**src/rtl/wb_arb_pkg.sv**
```systemverilog
// Shared types and constants for the two-master Wishbone arbiter.
// Holds the arbiter state enum, owner encoding and default timeout.
package wb_arb_pkg;

    typedef enum logic [1:0] {
        IDLE  = 2'd0,
        BUSY  = 2'd1,
        ABORT = 2'd2
    } arb_state_e;

    localparam logic OWNER_M0 = 1'b0;
    localparam logic OWNER_M1 = 1'b1;

    localparam int DEF_TIMEOUT_CYCLES = 4096;

    function automatic logic [1:0] owner_onehot(input logic owner);
        return (owner == OWNER_M1) ? 2'b10 : 2'b01;
    endfunction

endpackage

```
**src/rtl/wb_timeout_counter.sv**
```systemverilog
// Wait-state counter that flags when an access has waited too long.
// Ports: clk_i, rst_i (async high), clr_i, en_i, hit_o (limit reached).
module wb_timeout_counter
    import wb_arb_pkg::*;
#(
    parameter int TIMEOUT_CYCLES = DEF_TIMEOUT_CYCLES
) (
    input  logic clk_i,
    input  logic rst_i,
    input  logic clr_i,
    input  logic en_i,
    output logic hit_o
);

    localparam int CW = $clog2(TIMEOUT_CYCLES) + 1;
    localparam logic [CW-1:0] LIMIT = CW'(TIMEOUT_CYCLES - 1);
    localparam logic [CW-1:0] CMAX  = '1;

    logic [CW-1:0] cnt;

    // Clear has priority so an ack in a wait cycle restarts the window.
    always_ff @(posedge clk_i or posedge rst_i) begin
        if (rst_i) begin
            cnt <= '0;
        end else if (clr_i) begin
            cnt <= '0;
        end else if (en_i && (cnt != CMAX)) begin
            cnt <= cnt + 1'b1;
        end
    end

    // Count holds the number of earlier unacked wait cycles, so hit
    // marks the cycle that would be the last one allowed.
    assign hit_o = (cnt >= LIMIT);

endmodule

```
**src/rtl/wb_arbiter2.sv**
```systemverilog
// Round-robin arbiter sharing one Wishbone slave between two masters,
// with burst-long grants and a bounded-wait abort that returns err.
// Ports: clk_i/rst_i; mN_* master sides; s_* slave side; grant_o debug.
module wb_arbiter2
    import wb_arb_pkg::*;
#(
    parameter int ADR_WIDTH      = 32,
    parameter int DAT_WIDTH      = 32,
    parameter int TIMEOUT_CYCLES = DEF_TIMEOUT_CYCLES
) (
    input  logic                 clk_i,
    input  logic                 rst_i,

    input  logic [ADR_WIDTH-1:0] m0_adr_i,
    input  logic [DAT_WIDTH-1:0] m0_dat_i,
    input  logic                 m0_we_i,
    input  logic                 m0_sel_i,
    input  logic                 m0_stb_i,
    input  logic                 m0_cyc_i,
    input  logic                 m0_addressLength_i,
    output logic [DAT_WIDTH-1:0] m0_dat_o,
    output logic                 m0_ack_o,
    output logic                 m0_err_o,

    input  logic [ADR_WIDTH-1:0] m1_adr_i,
    input  logic [DAT_WIDTH-1:0] m1_dat_i,
    input  logic                 m1_we_i,
    input  logic                 m1_sel_i,
    input  logic                 m1_stb_i,
    input  logic                 m1_cyc_i,
    input  logic                 m1_addressLength_i,
    output logic [DAT_WIDTH-1:0] m1_dat_o,
    output logic                 m1_ack_o,
    output logic                 m1_err_o,

    output logic [ADR_WIDTH-1:0] s_adr_o,
    output logic [DAT_WIDTH-1:0] s_dat_o,
    output logic                 s_we_o,
    output logic                 s_sel_o,
    output logic                 s_stb_o,
    output logic                 s_cyc_o,
    output logic                 s_addressLength_o,
    input  logic [DAT_WIDTH-1:0] s_dat_i,
    input  logic                 s_ack_i,

    output logic [1:0]           grant_o
);

    arb_state_e state;
    logic       owner;
    logic       last;
    logic       err_q;

    logic [ADR_WIDTH-1:0] own_adr;
    logic [DAT_WIDTH-1:0] own_dat;
    logic own_we;
    logic own_sel;
    logic own_stb;
    logic own_cyc;
    logic own_al;

    logic req_any;
    logic pick;
    logic to_clr;
    logic to_en;
    logic to_hit;

    // Current owner's request, selected once and reused everywhere.
    always_comb begin
        if (owner == OWNER_M1) begin
            own_adr = m1_adr_i;
            own_dat = m1_dat_i;
            own_we  = m1_we_i;
            own_sel = m1_sel_i;
            own_stb = m1_stb_i;
            own_cyc = m1_cyc_i;
            own_al  = m1_addressLength_i;
        end else begin
            own_adr = m0_adr_i;
            own_dat = m0_dat_i;
            own_we  = m0_we_i;
            own_sel = m0_sel_i;
            own_stb = m0_stb_i;
            own_cyc = m0_cyc_i;
            own_al  = m0_addressLength_i;
        end
    end

    assign req_any = m0_cyc_i | m1_cyc_i;

    // On a tie the master that did not win last time goes first.
    assign pick = (m0_cyc_i & m1_cyc_i) ? ~last : m1_cyc_i;

    assign to_clr = ((state == IDLE) && req_any) || s_ack_i;
    assign to_en  = (state == BUSY) && own_stb && !s_ack_i;

    wb_timeout_counter #(
        .TIMEOUT_CYCLES(TIMEOUT_CYCLES)
    ) u_timeout (
        .clk_i(clk_i),
        .rst_i(rst_i),
        .clr_i(to_clr),
        .en_i (to_en),
        .hit_o(to_hit)
    );

    always_ff @(posedge clk_i or posedge rst_i) begin
        if (rst_i) begin
            state <= IDLE;
            owner <= OWNER_M0;
            last  <= OWNER_M1;
            err_q <= 1'b0;
        end else begin
            err_q <= 1'b0;
            unique case (state)
                IDLE: begin
                    if (req_any) begin
                        owner <= pick;
                        last  <= pick;
                        state <= BUSY;
                    end
                end
                BUSY: begin
                    if (!own_cyc) begin
                        state <= IDLE;
                    end else if (own_stb && !s_ack_i && to_hit) begin
                        state <= ABORT;
                        err_q <= 1'b1;
                    end
                end
                ABORT: begin
                    if (!own_cyc) begin
                        state <= IDLE;
                    end
                end
                default: begin
                    state <= IDLE;
                end
            endcase
        end
    end

    always_comb begin
        s_adr_o           = '0;
        s_dat_o           = '0;
        s_we_o            = 1'b0;
        s_sel_o           = 1'b0;
        s_stb_o           = 1'b0;
        s_cyc_o           = 1'b0;
        s_addressLength_o = 1'b0;
        m0_dat_o          = '0;
        m1_dat_o          = '0;
        m0_ack_o          = 1'b0;
        m1_ack_o          = 1'b0;
        unique case (state)
            BUSY: begin
                s_adr_o           = own_adr;
                s_dat_o           = own_dat;
                s_we_o            = own_we;
                s_sel_o           = own_sel;
                s_stb_o           = own_stb;
                s_cyc_o           = own_cyc;
                s_addressLength_o = own_al;
                m0_dat_o          = s_dat_i;
                m1_dat_o          = s_dat_i;
                m0_ack_o          = s_ack_i & (owner == OWNER_M0);
                m1_ack_o          = s_ack_i & (owner == OWNER_M1);
            end
            ABORT: begin
                // Slave sees the cycle dropped; late acks are ignored.
                s_adr_o           = own_adr;
                s_dat_o           = own_dat;
                s_we_o            = own_we;
                s_sel_o           = own_sel;
                s_addressLength_o = own_al;
            end
            default: begin
            end
        endcase
    end

    assign m0_err_o = err_q && (state == ABORT) && (owner == OWNER_M0);
    assign m1_err_o = err_q && (state == ABORT) && (owner == OWNER_M1);

    assign grant_o = (state == IDLE) ? 2'b00 : owner_onehot(owner);

endmodule

```
**config.mk**
```make
export PLATFORM = sky130hd
export DESIGN_NAME = wb_arbiter2
export DESIGN_NICKNAME = d
export VERILOG_FILES = /design/src/rtl/wb_arb_pkg.sv /design/src/rtl/wb_timeout_counter.sv /design/src/rtl/wb_arbiter2.sv
export SDC_FILE = /design/constraint.sdc
export NUM_CORES = 1
export LEC_CHECK = 0
export BUFFER_PORTS_ARGS = -buffer_cell sky130_fd_sc_hd__buf_2
export CAP_MARGIN = 5
export CORE_AREA = 2 2 123 125
export CTS_CLUSTER_DIAMETER = 80
export DETAILED_ROUTE_END_ITERATION = 8
export DIE_AREA = 0 0 125 127
export GPL_TIMING_DRIVEN = 1
export SLEW_MARGIN = 20
export SYNTH_ARGS = -nofsm -noshare
export SYNTH_HDL_FRONTEND = slang
export SYNTH_HIERARCHICAL = 1
export SYNTH_SLANG_ARGS = --single-unit
```
**constraint.sdc**
```tcl
create_clock -name clk_i -period 2.5 [get_ports clk_i]
set_input_delay 0.625 -clock clk_i [delete_from_list [all_inputs] [get_ports clk_i]]
set_output_delay 0.625 -clock clk_i [all_outputs]
set_load 0.05 [all_outputs]
```
==> flow_summary.ini <==
[synth]
syn_nets = 518
synth_area_per_cell_um2 = 8.06
yosysWarnings = 6
ys_ff_latch = 18
async_reset_ff_frac = 1.00
synth_area_leaders = mux2i_1 24%, nor2b_1 16%, dfrtp_1 15%
yosysTopAreaCellShare = 0.244
ys_top_cells_by_count = 70 x nor2b_1, 67 x mux2i_1, 35 x and2_1
ys_seq_area_frac = 0.164
synth_edf_count = 0
ys.flop_type = dfrtp_1
synthCells = 341
synth_top_area_cell = mux2i_1
netlist-cell-type-count = 49
synth_most_common_cell = nor2b_1
synth.cell_area_um2 = 2750

[cts]
cts-root-buf = clkbuf_16
cts_tree = yes
cts_max_level = 1
cts_inserted_buffers = 3
cts.sinks = 18
clk_path_buf_depth = 2
clk_latency_ps = 250
clk_transition_reported_paths_ps = 60
cts_setup_buffers = 0

[worst_setup_path]
startpoint_type = flop
cp.required_ps = 1880
critPathBufInv = 3
r2r-end = u_timeout/cnt[5]
cpLargestDelayFamily = buffers and inverters
r2r_slack_ps = 360
cp.depth = 5
max_stage_delay_ps = 370
rr_startpoint = state[1]
crit_slowest_cell = dfrtp_1
endpoint_kind = primary output
worstPathArrival_ps = 1760
critical_path_class = reg2out
crit_chain = inv_1 > ha_1 > buf_12 > nor2b_1 > buf_2
worstPathMaxFanout = 67
worstRegToRegCells = 8

[detailed_routing]
finalWirelength_um = 11300
drt_iter0_drc = 132
vias = 3352
first_pass_iters = 4
drcViolationCount = 0
ant_nets = 0
drt-wirelength-per-cell_um = 14.3
viasPerCell = 4.22

[pwr]
switching_share = 0.655
leakagePower_nw = 2.59
seqPwrFrac = 0.055
max-vdd-ir-drop_v = 0.000695
share_comb_of_total_power = 0.890
p_per_area_nw_per_um2 = 1430
p_switching_mw = 4.28
clkPwrFrac = 0.055
internal-power_mw = 2.26

[final_layout]
drive_gt1_frac = 0.602
nNetsFinal = 788
syn_to_final_growth_pct = 66.5
utilization = 0.317

[timing]
rsz0062_at_grt = false
hold_viol = 0
worst_pin_slew_ps = 568
finalSetupTns_ps = 0
finalSetupViolCount = 0
fin_crit_sh = 0.953
max_freq_mhz = 420
finalCriticalPeriod_ps = 2380
finClkSkew_ps = 4.30
relSlewSlack = 0.621
hold_ws_ps = 277
slew_viol_final = 0

[die]
die_x_um = 125
die_y_um = 127
initial_core_util = 0.191
core_area_um2 = 14400
pin_count = 312
rows = 44
die-area_um2 = 15900

[job]
max_cap_violations = 0

[grt]
gr-total-overflow = 0
grtUsageTotal = 0.128
first_global_vias = 3103
antenna_found_initial = 2
grt_pass1_wl_um = 16400
grt_max_degree = 68

[placed_design]
place.gp.congestion = 0.768
numPortBuffers = 311
dp_hpwl_um = 9900

[min_path]
hold_class = in2async

[outcome]
status = finished clean
[cell families after synthesis]
group                      synth area share
DFF                                   0.164
and+or+nand+nor                       0.339
AOI/OAI and AO/OA                    0.0765
adders and majority gates            0.0182
muxes                                 0.254
xor gates and xnor gates            0.00956
buffers and inverters                 0.138
[area by class of cell]
class	instances	area [µm²]
antenna	1	2.50
inverter	9	33.8
multi-input combinational	259	2000
sequential	18	455
tap	184	230
timing repair buffer	320	1770
fill	1588	9850
clock buffer	4	88.8
[registers in the layout (all words and copies together) (netlist names)]
name / flops
state: 2
owner: 1
err_q: 1
last: 1
u_timeout/cnt: 13
[worst max-delay path by stage]
| stage | startpoint | endpoint | slack, ps |
|---|---|---|---|
| after floorplan | state[1] | u_timeout/cnt[5] | 20 |
| after global placement | m0_stb_i | u_timeout/cnt[5] | 260 |
| after detailed placement | m1_stb_i | u_timeout/cnt[5] | 250 |
| after CTS | state[1] | s_cyc_o | 50 |
| after global routing | state[0] | s_dat_o[1] | 20 |
| final | state[0] | s_dat_o[3] | 120 |
[metal layers]
layer | vias up | GRT usage | wire length [µm] | share of wire
met2 | 171 | 0.226 | 5600 | 0.49
met3 | 13 | 0.0285 | 948 | 0.084
met5 | - | 0 | 0 | 0
li1 | 1674 | - | - | -
met1 | 1494 | 0.161 | 4610 | 0.41
met4 | 0 | 0.0288 | 182 | 0.016
[power by group through the flow]
stage / Combinational, mW / Clock (mW) / Sequential (mW)
6_report: 5.81 / 0.360 / 0.362
4_1_cts: 5.84 / 0.366 / 0.358
5_1_grt: 6.09 / 0.384 / 0.366
2_1_floorplan: 4.62 / 0 / 0.346
3_5_place_dp: 5.83 / 0 / 0.363
3_3_place_gp: 5.83 / 0 / 0.363
[what timing repair did]
| action | CTS | global route |
|---|---|---|
| endpoints found under the setup margin | 0 | 6 |
| hold buffers | 0 | 0 |
| resized for setup | 0 | 5 |
| hold endpoints to repair | 0 | 0 |
[metrics by stage]
stage               total power [mW]  cell area [µm²]  worst slack (ps)  cells
finish                          6.53             4580               117    795
global route                    6.84             4580              16.3    794
CTS                             6.56             4560              53.4    794
detailed placement              6.20             4470               246    790
global placement                6.19             4470               264    790
floorplan                       4.97             2830              18.0    341
[cell usage in the layout (no fill, tap or decap), types with 2 or more instances in the layout]
master and n:
nand4_1 3, o21ai_0 3, buf_6 2, buf_4 5
ha_1 4, nand3_1 2, a21oi_1 9, nor3_1 5
inv_1 9, nand2b_1 3, clkbuf_16 3, and4_1 2
nor2b_1 39, nor2b_2 31, buf_2 304, a31oi_1 3
nand2_1 8, nor2_1 13, xnor2_1 2, and2_1 34
dfrtp_1 16, mux2i_1 67, and3_1 3, buf_12 8
a41o_1 2
(Power assumes the default switching activity.)
